File: src/rtl/elevator_call_dispatcher_if.sv
// Bundle of the call-button, floor-report and dispatcher-status signals
// exchanged between the call dispatcher and the elevator/button side.
interface elevator_call_dispatcher_if #(
    parameter int NUM_FLOORS = 10
);
    logic [NUM_FLOORS-1:0] call_btn;
    logic [3:0]            current_floor;
    logic [3:0]            target_floor;
    logic [NUM_FLOORS-1:0] pending;
    logic                  dir_up;
    logic                  door_open;
    logic                  busy;

    modport master (
        input  call_btn,
        input  current_floor,
        output target_floor,
        output pending,
        output dir_up,
        output door_open,
        output busy
    );

    modport slave (
        output call_btn,
        output current_floor,
        input  target_floor,
        input  pending,
        input  dir_up,
        input  door_open,
        input  busy
    );
endinterface

File: src/rtl/elevator_call_dispatcher.sv
// Elevator call dispatcher: latches call-button presses into a pending mask,
// picks the next target floor with a SCAN (keep-direction) policy and holds
// the door open for a dwell period on every arrival.
module elevator_call_dispatcher #(
    parameter int          NUM_FLOORS  = 10,
    parameter logic [31:0] DWELL_COUNT = 32'd5000000
) (
    input logic                  clk,
    input logic                  reset,
    elevator_call_dispatcher_if.master bus
);

    localparam logic [31:0] DWELL_LAST = DWELL_COUNT - 32'd1;

    typedef enum logic [1:0] {
        IDLE  = 2'd0,
        SERVE = 2'd1,
        DWELL = 2'd2
    } state_t;

    state_t                state_q, state_d;
    logic [3:0]            target_floor_q, target_floor_d;
    logic [NUM_FLOORS-1:0] pending_q, pending_d;
    logic                  dir_up_q, dir_up_d;
    logic                  door_open_q, door_open_d;
    logic [31:0]           counter_q, counter_d;
    logic [NUM_FLOORS-1:0] btn_q;

    logic [3:0]            cur;
    logic [NUM_FLOORS-1:0] press;
    logic [NUM_FLOORS-1:0] cur_onehot;
    logic [NUM_FLOORS-1:0] clr;
    logic                  press_at_cur;
    logic                  mask_cur;
    logic                  up_found, dn_found, sel_found;
    logic [3:0]            up_idx, dn_idx, sel_idx;

    assign cur   = bus.current_floor;
    assign press = bus.call_btn & ~btn_q;

    // Nearest pending floor at/above and at/below the current floor, plus the SCAN choice
    always_comb begin
        up_found   = 1'b0;
        up_idx     = 4'd0;
        dn_found   = 1'b0;
        dn_idx     = 4'd0;
        cur_onehot = '0;
        for (int i = NUM_FLOORS - 1; i >= 0; i--) begin
            if (pending_q[i] && (4'(i) >= cur)) begin
                up_found = 1'b1;
                up_idx   = 4'(i);
            end
        end
        for (int i = 0; i < NUM_FLOORS; i++) begin
            if (pending_q[i] && (4'(i) <= cur)) begin
                dn_found = 1'b1;
                dn_idx   = 4'(i);
            end
            cur_onehot[i] = (cur == 4'(i));
        end
        sel_found    = up_found | dn_found;
        if (dir_up_q) begin
            sel_idx = up_found ? up_idx : dn_idx;
        end else begin
            sel_idx = dn_found ? dn_idx : up_idx;
        end
        press_at_cur = |(press & cur_onehot);
    end

    // Next-state, target, direction, door and dwell-counter decisions
    always_comb begin
        state_d        = state_q;
        target_floor_d = target_floor_q;
        dir_up_d       = dir_up_q;
        door_open_d    = door_open_q;
        counter_d      = counter_q;
        clr            = '0;
        mask_cur       = 1'b0;
        case (state_q)
            IDLE: begin
                target_floor_d = cur;
                counter_d      = 32'd0;
                if ((|pending_q) && sel_found) begin
                    if (sel_idx == cur) begin
                        clr         = cur_onehot;
                        mask_cur    = 1'b1;
                        door_open_d = 1'b1;
                        state_d     = DWELL;
                    end else begin
                        target_floor_d = sel_idx;
                        dir_up_d       = (sel_idx > cur);
                        state_d        = SERVE;
                    end
                end
            end
            SERVE: begin
                if (target_floor_q == cur) begin
                    clr         = cur_onehot;
                    door_open_d = 1'b1;
                    counter_d   = 32'd0;
                    state_d     = DWELL;
                end else if (dir_up_q && up_found) begin
                    target_floor_d = up_idx;
                end else if (!dir_up_q && dn_found) begin
                    target_floor_d = dn_idx;
                end
            end
            DWELL: begin
                mask_cur = 1'b1;
                if (press_at_cur) begin
                    counter_d = 32'd0;
                end else if (counter_q == DWELL_LAST) begin
                    door_open_d = 1'b0;
                    counter_d   = 32'd0;
                    state_d     = IDLE;
                end else begin
                    counter_d = counter_q + 32'd1;
                end
            end
            default: begin
                state_d = IDLE;
            end
        endcase
        pending_d = (pending_q | (press & ~(mask_cur ? cur_onehot : '0))) & ~clr;
    end

    // State and output registers with asynchronous reset
    always_ff @(posedge clk or posedge reset) begin
        if (reset) begin
            state_q        <= IDLE;
            target_floor_q <= 4'd0;
            pending_q      <= '0;
            dir_up_q       <= 1'b1;
            door_open_q    <= 1'b0;
            counter_q      <= 32'd0;
            btn_q          <= '0;
        end else begin
            state_q        <= state_d;
            target_floor_q <= target_floor_d;
            pending_q      <= pending_d;
            dir_up_q       <= dir_up_d;
            door_open_q    <= door_open_d;
            counter_q      <= counter_d;
            btn_q          <= bus.call_btn;
        end
    end

    assign bus.target_floor = target_floor_q;
    assign bus.pending      = pending_q;
    assign bus.dir_up       = dir_up_q;
    assign bus.door_open    = door_open_q;
    assign bus.busy         = (state_q != IDLE) || (|pending_q);

endmodule

File: src/flat_wrapper.sv
// flat-port wrapper written by rule: the top's interface ports become plain ports
module elevator_call_dispatcher_flat 
#(
    parameter int          NUM_FLOORS  = 10,
    parameter logic [31:0] DWELL_COUNT = 32'd5000000
)
  (clk, reset, bus_call_btn, bus_current_floor, bus_target_floor, bus_pending, bus_dir_up, bus_door_open, bus_busy);
  elevator_call_dispatcher_if #(.NUM_FLOORS(NUM_FLOORS)) bus_i ();
  input logic clk;
  input logic reset;
  input wire logic [$bits(bus_i.call_btn)-1:0] bus_call_btn;
  input wire logic [$bits(bus_i.current_floor)-1:0] bus_current_floor;
  output wire logic [$bits(bus_i.target_floor)-1:0] bus_target_floor;
  output wire logic [$bits(bus_i.pending)-1:0] bus_pending;
  output wire logic [$bits(bus_i.dir_up)-1:0] bus_dir_up;
  output wire logic [$bits(bus_i.door_open)-1:0] bus_door_open;
  output wire logic [$bits(bus_i.busy)-1:0] bus_busy;
  assign bus_i.call_btn = bus_call_btn;
  assign bus_i.current_floor = bus_current_floor;
  assign bus_target_floor = bus_i.target_floor;
  assign bus_pending = bus_i.pending;
  assign bus_dir_up = bus_i.dir_up;
  assign bus_door_open = bus_i.door_open;
  assign bus_busy = bus_i.busy;
  elevator_call_dispatcher #(.NUM_FLOORS(NUM_FLOORS), .DWELL_COUNT(DWELL_COUNT)) u_core (.clk(clk), .reset(reset), .bus(bus_i));
endmodule
File: config.mk
export PLATFORM = sky130hd
export DESIGN_NAME = elevator_call_dispatcher_flat
export DESIGN_NICKNAME = d
export VERILOG_FILES = /design/src/rtl/elevator_call_dispatcher_if.sv /design/src/rtl/elevator_call_dispatcher.sv /design/src/flat_wrapper.sv
export SDC_FILE = /design/constraint.sdc
export NUM_CORES = 1
export LEC_CHECK = 0
export CORE_AREA = 5 5 105 87
export DETAILED_ROUTE_END_ITERATION = 7
export DIE_AREA = 0 0 110 92
export MAX_ROUTING_LAYER = met4
export PLACE_DENSITY = 0.7
export SYNTH_ARGS = -nofsm -noshare
export SYNTH_HDL_FRONTEND = slang
export SYNTH_SLANG_ARGS = --single-unit
File: constraint.sdc
create_clock -name clk -period 8.9 [get_ports clk]
set_clock_uncertainty 0.2 [all_clocks]
set_input_delay 1.78 -clock clk [delete_from_list [all_inputs] [get_ports clk]]
set_output_delay 1.78 -clock clk [all_outputs]
set_load 0.1 [all_outputs]
Yosys cells after proc, flatten, opt, wreduce, memory -nomap -nowiden --
Index checks and enable logic that the tools add are counted.
Word-level totals: logic and storage cells 169, register bits 60, output and inout bits 17, input port bits 16
Cells by class: bitwise gates (word level) 10, eq/ne operators 21, add/sub/neg operators 1, reductions and logical operators 37, muxes and demuxes 72, magnitude comparators 21
Operators with widths (count):
- 32-bit two-way mux | 3
- 32-bit one-hot mux with 3 select lines | 1
- 4-bit two-way mux | 20
- 10-bit bitwise AND | 4
- 10-bit two-way mux | 4
- 32-bit by 1-bit adder with 32-bit output (second input constant) | 1
- 32-bit by 23-bit == test with 1-bit output (second input constant) | 1
- 10-bit inverter | 3
- 1-bit two-way mux | 28
- 1-bit logical AND | 23
- 10-bit one-hot mux with 2 select lines | 1
- 10-bit OR reduction | 2
- 4-bit by 3-bit == test with 1-bit output (second input constant) | 4
- 3-bit by 4-bit >= comparator with 1-bit output (first input constant) | 4
- 3-bit by 4-bit less-or-equal comparator with 1-bit output (first input constant) | 4
- 2-bit two-way mux | 7
- 3-bit two-way mux | 4
- 10-bit OR | 1
- 4-bit by 2-bit == test with 1-bit output (second input constant) | 2
- 4-bit == test | 2
- 4-bit == test (second input constant) | 2
- 1-bit by 4-bit >= comparator with 1-bit output (first input constant) | 2
- 2-bit by 4-bit >= comparator with 1-bit output (first input constant) | 2
- 4-bit >= comparator (first input constant) | 2
- 26 further kinds | 35

Longest topological paths before layout --
Gate-level depths: netlist of run 1.
depth in word-level cells 23, gate-level depth with buffers 15, mapped depth without buffers 12

Worst setup path before layout of run 1 --
No wires, ideal clock.
path kind input port to output port, start in bus_current_floor[2], end out bus_busy, path buffers 1, path slack 3.073 ns, arrival time 3.847 ns, stages on the path 4, data required time 6.920 ns, cell sequence clkbuf_1 -> or2_2 -> o311ai_0 -> nand4_1
RTL lines:
- start, declared | line flat_wrapper.sv:12 | input wire logic [$bits(bus_i.current_floor)-1:0] bus_current_floor;
- end, declared | line flat_wrapper.sv:17 | output wire logic [$bits(bus_i.busy)-1:0] bus_busy;

==> run summary, run 1 <==
Setup-failing EPs final: 0
Final hold vios: 0
Leading cell types in the layout, fill and taps excluded: dfrtp_1 (59), nor2_1 (46), o21ai_0 (45)
Worst Reg2Reg Path Length in Cells: 12
Ant diodes: 0
Setup ws final: 1550 ps
R2R Setup Slk: 4760 ps
Slowest stage delay, CP: 1150 ps
Tmin final: 7350 ps
Leakage: 1.83 nW
Crit path max fanout: 24
Worst setup SP type: input port
FMAX: 136 MHz
Number of global-route vias before repair: 3,335
Via count: 3,599
Worst EP arrival: 5370 ps
Final core utilization: 57.5%
Antenna violations before repair: 0
RSZ-0062 raised after global routing: false
Worst slack, placed: 1590 ps
MaxCap Viol Count: 0
R2r endpoint: u_core.bus.target_floor[3]
Layout cells sized above 1: 7.60%
Drt drc: 0
HPWL after DPL: 7.41 mm
Async S/R FF share, synth: 100%
Most common cell after layout, fill and taps aside: dfrtp_1
Least-Margin Pin Slew: 976 ps
Post-synth EDFFs: 0
Count of pins over their slew limit: 0
Post-CTS Hold Buffers: 0
Fin nets: 507
Crit end category: output pin
Clk sinks: 60
CP max-delay cell: clkdlybuf4s50_1
Cell area after layout: 4530 µm²
Worst-path cell chain: clkdlybuf4s50_1 > inv_1 > o21ai_0 > o2bb2ai_1 > nor2_1 > nand4_1 > clkdlybuf4s50_1
Synth Instances: 454
Die width: 110 µm
Die Area: 10,100 µm²
Gr ovfl total: 0
Max rail drop VDD: 0.000113 V
Antenna Nets Post-Route: 0
# Post-CTS Setup Buffers: 0
Clk_lat worst skew: 330 ps
DR pass1 iterations: 5
CP Class: input port to output pin
GRT Resource Usage Total: 22.2%
Status: completed
Row cnt: 29
Synth Flop Type: dfrtp_1
Max_slew headroom: 34.7%
Ys Warns: 0
Largest net degree at the start of global routing: 61
H-tree level count: 3
Placed cell area: 4300 µm²
Clk slew on worst S/H paths: 70 ps
RD Place Congestion: 0.941
Final critical-path share of the clock period: 82.6%
Total Wirelength: 10.2 mm
Hold path cells: 1
Syn nets: 479
Hold WC Path Type: flop to flop
Area Growth Syn to Fin: 16.3%
Root Driver: clkbuf_8
Routed WL per cell: 17.2 µm
Worst r2r src: u_core.bus.pending[2]
Worst path most repeated cell: clkdlybuf4s50_1
CTS tree: done
Synth Cell Area: 3900 µm²
Core Region: 7870 µm²
PostCTS Resize Cnt: 0
Synthesized area per cell: 8.58 µm²
Fillers: 731
Starting Density: 49.5%
Global-route wire length before repair: 17.2 mm
IO Pins: 33
Synth cell types: 68
Power Dens Cells: 147 nW/µm²
Initial DRC count: 190
Via-per-instance ratio: 6.05
Die Ht: 92 µm
Port-buffer cells: 32
CTS buffer count: 9
Worst hold endpoint: u_core.counter_q[4]
Worst-case clock buffer depth: 2
Sequential area share after synthesis: 38.6%
Req. time, crit path: 6920 ps
#FFs+latches synth: 60
Total negative setup slack: 0 ps
Hold Path Origin: u_core.counter_q[4]
## cell type report
| cell class | instances | area (µm²) | area share (%) |
|---|---|---|---|
| multi-input combinational | 355 | 2240 | 49.4 |
| tap | 108 | 135 | 2.98 |
| timing repair buffer | 35 | 343 | 7.57 |
| sequential | 60 | 1500 | 33.2 |
| clock inverter | 5 | 83.8 | 1.85 |
| clock buffer | 11 | 151 | 3.34 |
| inverter | 21 | 78.8 | 1.74 |
## state kept, by name, summed over array words and instances, names as in the netlist
signal	cells
u_core.state_q	2
u_core.bus.door_open	1
u_core.btn_q	10
u_core.bus.target_floor	4
u_core.bus.dir_up	1
u_core.counter_q	32
u_core.bus.pending	10
## worst max-delay path: cells and delay by family
family | cells | cell delay [ps]
AO/OA/AOI/OAI | 2 | 720
buffers and inverters | 3 | 2580
AND/OR/NAND/NOR | 2 | 280
## synthesized netlist by cell type, types with 9 or more instances
| library cell | count | area, µm² |
|---|---|---|
| a21oi_1 | 19 | 95.1 |
| clkbuf_1 | 9 | 33.8 |
| dfrtp_1 | 59 | 1480 |
| ha_1 | 9 | 113 |
| inv_1 | 21 | 78.8 |
| nand2_1 | 37 | 139 |
| nand2b_1 | 13 | 81.3 |
| nand3_1 | 21 | 105 |
| nor2_1 | 46 | 173 |
| nor2b_1 | 10 | 62.6 |
| nor3_1 | 11 | 55.1 |
| o21ai_0 | 45 | 225 |
| xnor2_1 | 11 | 96.3 |
| xor2_1 | 10 | 87.6 |
## per-layer routing
layer  vias to the layer above  part of all wire (%)  global-route usage (%)
met5                         -                     0                       -
met4                         0                  0.93                    5.61
met3                        10                   5.9                    4.56
met2                       104                    42                    29.1
met1                      1749                    51                    34.2
li1                       1736                     -                       -
## worst max path at each step
stage	from	end	slack, ps	cells after the start
after global placement	bus_current_floor[3]	bus_busy	1720	7
final	bus_current_floor[3]	bus_busy	1550	7
after detailed placement	bus_current_floor[3]	bus_busy	1590	7
after CTS	bus_current_floor[3]	bus_busy	1590	7
after global routing	bus_current_floor[3]	bus_busy	1320	7
after floorplan	bus_current_floor[2]	bus_busy	3070	4
## per-stage QoR
step / hold WS, ps / total power [W] / std cells
3_3_place_gp: 285 / 0.000377 / 579
6_report: 307 / 0.000668 / 595
2_1_floorplan: 259 / 0.000354 / 454
3_5_place_dp: 296 / 0.000382 / 579
4_1_cts: 306 / 0.000677 / 595
5_1_grt: 327 / 0.000700 / 595
## where the power goes
part | internal, W | switching, W | total (W)
Clock | 0.000174 | 0.000117 | 0.000291
Sequential | 0.000284 | 0.00000893 | 0.000293
Combinational | 0.0000305 | 0.0000529 | 0.0000834
Total | 0.000488 | 0.000179 | 0.000668
## logic make-up (layout without fill, tap and decap cells)
family                   Yosys count  after routing  synth area share [%]
flip-flops                        60             60                  38.6
adder cells (fa/ha/maj)            9              9                  2.89
XOR/XNOR                          21             21                  4.72
buffers and inverters             39             72                  4.05
AND/OR/NAND/NOR                  192            192                  26.7
AO/OA/AOI/OAI                    131            131                  22.6
multiplexers                       2              2                 0.546
Power figures use the tool's default switching activity.
==> inputs of run 2 (changes only) <==
--- a/config.mk
+++ b/config.mk
@@ -9,7 +9,7 @@
 export DETAILED_ROUTE_END_ITERATION = 7
 export DIE_AREA = 0 0 110 92
 export MAX_ROUTING_LAYER = met4
-export PLACE_DENSITY = 0.7
+export PLACE_DENSITY = 0.72
 export SYNTH_ARGS = -nofsm -noshare
 export SYNTH_HDL_FRONTEND = slang
 export SYNTH_SLANG_ARGS = --single-unit
==> constraint.sdc (replaced) <==
create_clock -name clk -period 6.1 [get_ports clk]
set_clock_uncertainty 0.2 [all_clocks]
set_input_delay 1.22 -clock clk [delete_from_list [all_inputs] [get_ports clk]]
set_output_delay 1.22 -clock clk [all_outputs]
set_load 0.1 [all_outputs]
==> run summary, run 2 (same netlist as run 1, synthesis figures left out) <==
Status: completed
Antenna violations before repair: 0
Worst r2r src: u_core.bus.pending[2]
Fin nets: 516
HPWL after DPL: 7.55 mm
Slowest stage delay, CP: 740 ps
Total negative setup slack: 0 ps
Worst hold endpoint: u_core.counter_q[4]
Worst setup SP type: input port
RD Place Congestion: 0.944
Ant diodes: 0
Cell area after layout: 4540 µm²
Layout cells sized above 1: 9.27%
Area Growth Syn to Fin: 16.5%
PostCTS Resize Cnt: 0
Crit path max fanout: 11
R2r endpoint: u_core.bus.target_floor[3]
Final critical-path share of the clock period: 87.0%
Initial DRC count: 321
Starting Density: 49.5%
Worst Reg2Reg Path Length in Cells: 12
Root Driver: clkbuf_8
Port-buffer cells: 32
Total Wirelength: 10.4 mm
Die Ht: 92 µm
Via count: 3,711
Clk_lat worst skew: 340 ps
GRT Max-Usage Layer: met1
GRT met3 Usage: 4.92%
Tmin final: 5310 ps
Clk slew on worst S/H paths: 70 ps
Die Area: 10,100 µm²
MaxCap Viol Count: 0
Hold WC Path Type: flop to flop
R2R Setup Slk: 2130 ps
Setup ws final: 793 ps
Leakage: 1.84 nW
Drt drc: 0
RSZ-0062 raised after global routing: false
Worst EP arrival: 5330 ps
Via-per-instance ratio: 6.14
Least-Margin Pin Slew: 983 ps
Max_slew headroom: 34.2%
Core Region: 7870 µm²
Worst-case clock buffer depth: 2
FMAX: 188 MHz
Met1 global-route usage: 33.3%
CTS tree: done
Hold Path Origin: u_core.counter_q[4]
Largest net degree at the start of global routing: 61
DR pass1 iterations: 5
Largest register by flop count: u_core.counter_q
Setup-failing EPs final: 0
CP max-delay cell: clkdlybuf4s50_1
Routed WL per cell: 17.3 µm
Post-CTS Hold Buffers: 0
Most common cell after layout, fill and taps aside: dfrtp_1
Max FFs per register: 32
Global-route wire length before repair: 17.5 mm
Design Power: 0.000877 W
Met2 Resource Use GR: 30.9%
IO Pins: 33
Final hold vios: 0
Crit end category: flop
Number of global-route vias before repair: 3,464
H-tree level count: 3
Power Dens Cells: 193 nW/µm²
CP Class: input port to flop
Worst slack, placed: 552 ps
Row cnt: 29
CTS buffer count: 9
Antenna Nets Post-Route: 0
# Post-CTS Setup Buffers: 0
Worst path most repeated cell: o21ai_0
Fillers: 704
GRT Resource Usage Total: 22.2%
Final core utilization: 57.7%
Gr ovfl total: 0
Leading cell types in the layout, fill and taps excluded: dfrtp_1 (59), nor2_1 (46), o21ai_0 (45)
Max rail drop VDD: 0.000132 V
Count of pins over their slew limit: 0
Clk sinks: 60
Placed cell area: 4360 µm²
Req. time, crit path: 6120 ps
Worst-path cell chain: clkdlybuf4s50_1 > buf_4 > a21boi_0 > o21ai_0 > o211ai_1 > o21ai_0 > o211ai_1 > nand2_1 > ha_1 > and4_1 > a41oi_1 > mux2_2 > o21ai_0 > o21ai_0
Hold path cells: 1
Die width: 110 µm
## run 2: cell type report
| class | count | area (µm²) | share of cell area [%] |
|---|---|---|---|
| Clock buffer | 11 | 141 | 3.11 |
| Inverter | 21 | 78.8 | 1.74 |
| Tap cell | 108 | 135 | 2.98 |
| Multi-Input combinational cell | 355 | 2240 | 49.3 |
| Sequential cell | 60 | 1500 | 33.1 |
| Timing Repair Buffer | 44 | 408 | 8.99 |
| Clock inverter | 5 | 37.5 | 0.827 |
## run 2: stage by stage
step | cells | hold slack (ps)
after floorplan | 454 | 259
after global placement | 588 | 288
after detailed placement | 588 | 300
after CTS | 604 | 310
after global routing | 604 | 333
final | 604 | 308
## run 2: report_power, final
part	total, W	switching [W]	internal (W)
logic	0.000126	0.0000786	0.0000471
registers	0.000428	0.0000134	0.000415
clock network	0.000323	0.000164	0.000159
total	0.000877	0.000256	0.000621
## run 2: how the worst max path moves through the flow
| stage | startpoint | endpoint | slack [ps] | depth (start not counted) |
|---|---|---|---|---|
| 6_report | bus_current_floor[1] | u_core.bus.target_floor[3] | 790 | 14 |
| 5_1_grt | bus_current_floor[1] | u_core.bus.target_floor[3] | 380 | 14 |
| 4_1_cts | bus_current_floor[1] | u_core.bus.target_floor[3] | 900 | 14 |
| 3_5_place_dp | bus_current_floor[1] | u_core.bus.target_floor[3] | 550 | 13 |
| 3_3_place_gp | bus_current_floor[2] | u_core.bus.target_floor[3] | 630 | 13 |
| 2_1_floorplan | bus_current_floor[2] | bus_busy | 1390 | 4 |
## run 2: critical path, delay by kind of cell
family	cells	cell delay, ps
simple gates	2	360
fa+ha+maj	1	240
compound gates	8	2110
buf+inv	2	990
mux	1	400
## run 2: layer usage
metal | up-vias | wire length (µm)
li1 | 1744 | -
met1 | 1767 | 4830
met2 | 186 | 4540
met3 | 14 | 974
met4 | 0 | 97
met5 | - | 0
==> inputs of run 3 (changes only) <==
--- a/config.mk
+++ b/config.mk
@@ -5,11 +5,12 @@
 export SDC_FILE = /design/constraint.sdc
 export NUM_CORES = 1
 export LEC_CHECK = 0
-export CORE_AREA = 5 5 105 87
+export CORE_AREA = 5 5 102 85
+export CTS_CLUSTER_SIZE = 30
 export DETAILED_ROUTE_END_ITERATION = 7
-export DIE_AREA = 0 0 110 92
+export DIE_AREA = 0 0 107 90
 export MAX_ROUTING_LAYER = met4
-export PLACE_DENSITY = 0.72
+export PLACE_DENSITY = 0.76
 export SYNTH_ARGS = -nofsm -noshare
 export SYNTH_HDL_FRONTEND = slang
 export SYNTH_SLANG_ARGS = --single-unit
==> run summary, run 3 (same netlist as run 1, synthesis figures left out) <==
HPWL after DPL: 7.32 mm
Req. time, crit path: 6120 ps
Worst r2r src: u_core.bus.pending[2]
Setup-failing EPs final: 0
Max FFs per register: 32
Largest net degree at the start of global routing: 61
Leading cell types in the layout, fill and taps excluded: dfrtp_1 (59), nor2_1 (46), o21ai_0 (45)
Final critical-path share of the clock period: 86.0%
Die Area: 9630 µm²
Crit end category: flop
Leakage: 1.85 nW
Sw Share: 27.3%
Least-Margin Pin Slew: 979 ps
Crit path max fanout: 12
Total Wirelength: 10.2 mm
Hold WC Path Type: flop to flop
Largest register by flop count: u_core.counter_q
IO Pins: 33
Sequential group share of total power: 45.0%
Starting Density: 51.1%
Die Ht: 90 µm
Psw: 0.000259 W
PostCTS Resize Cnt: 0
Core Region: 7620 µm²
Area Growth Syn to Fin: 16.8%
CTS tree: done
Gr ovfl total: 0
Root Driver: clkbuf_8
Status: completed
RSZ-0062 raised after global routing: false
Drt drc: 0
Clk network pwr share: 42.1%
Hold Path Origin: u_core.counter_q[4]
Via count: 3,686
Clk slew on worst S/H paths: 70 ps
Count of pins over their slew limit: 0
Row cnt: 29
Clk_lat worst skew: 350 ps
Number of global-route vias before repair: 3,354
Fin nets: 515
Power Dens Cells: 209 nW/µm²
Post-CTS Hold Buffers: 0
Layout cells sized above 1: 9.09%
Antenna Nets Post-Route: 0
Die width: 107 µm
H-tree level count: 3
Initial DRC count: 355
RD Place Congestion: 0.958
Clk sinks: 60
# Post-CTS Setup Buffers: 0
CTS buffer count: 9
Via-per-instance ratio: 6.27
Setup crit start: bus_current_floor[0]
Power Internal: 0.000691 W
Comb pwr share: 13.0%
Total negative setup slack: 0 ps
Worst hold slack: 310 ps
MaxCap Viol Count: 0
Worst EP arrival: 5260 ps
Routed WL per cell: 17.4 µm
Most common cell after layout, fill and taps aside: dfrtp_1
Port-buffer cells: 32
Max rail drop VDD: 0.000208 V
Worst-case clock buffer depth: 2
DR pass1 iterations: 5
Final core utilization: 59.7%
FMAX: 191 MHz
Worst setup SP type: input port
Global-route wire length before repair: 17.3 mm
Ant diodes: 0
GRT Resource Usage Total: 22.7%
Max_slew headroom: 34.6%
Final hold vios: 0
CP Class: input port to flop
Tmin final: 5240 ps
Antenna violations before repair: 0
-- run 3: changes by cell type in the layout (fill, tap and decap cells not counted), sizes merged --
cell and change:
bufinv +2, buf -1, clkbuf -1, clkinv -1
-- run 3: cell type report --
cell class              count  area (µm²)
clock inverters             6        88.8
fillers                   675        3070
well taps                  93         116
multi-input cells         355        2240
repair buffers             43         400
flip-flops and latches     60        1500
clock buffers              10         128
inverters                  21        78.8
-- run 3: power by group through the flow --
stage               combinational (W)  clock [W]  sequential (W)
floorplan                   0.0000805          0        0.000436
global placement             0.000119          0        0.000434
detailed placement           0.000121          0        0.000435
CTS                          0.000122   0.000409        0.000427
global route                 0.000139   0.000429        0.000430
finish                       0.000123   0.000400        0.000427
-- run 3: routing by layer --
| metal | wire length [µm] | vias to the layer above | GRT usage [%] |
|---|---|---|---|
| li1 | - | 1753 | - |
| met1 | 4910 | 1751 | 33.8 |
| met2 | 4290 | 172 | 30.7 |
| met3 | 909 | 10 | 5.59 |
| met4 | 110 | 0 | 6.07 |
| met5 | 0 | - | - |
-- run 3: worst max-delay path, stage by stage --
cell and delay [ps]:
clkdlybuf4s50_1 680, or4_4 630, a21oi_2 180, or4b_4 500
nor2_1 220, o21ai_0 140, nand2_1 100, ha_1 220
and4_1 240, a41oi_1 490, mux2_2 400, o21ai_0 130
o21ai_0 90
-- run 3: path summary, 6_finish.rpt --
check | end | slack (ps) | cells after the start
worst max-delay path | u_core.bus.target_floor[3] | 860 | 13
worst min-delay path | u_core.counter_q[4] | 310 | 1
worst max register to register | u_core.bus.target_floor[3] | 2200 | 12
worst min register to register | u_core.counter_q[4] | 310 | 1
max in group asynchronous | u_core.bus.pending[3] | 4000 | 3
min in group asynchronous | u_core.btn_q[4] | 1200 | 3
-- run 3: metrics by stage --
stage          worst slack [ps]  area (µm²)  std cells  total power (W)
6_report                    857        4550        588         0.000950
5_1_grt                     472        4550        588         0.000998
4_1_cts                     925        4550        588         0.000958
3_5_place_dp                584        4330        572         0.000556
3_3_place_gp                608        4330        572         0.000553
2_1_floorplan              1390        3900        454         0.000516
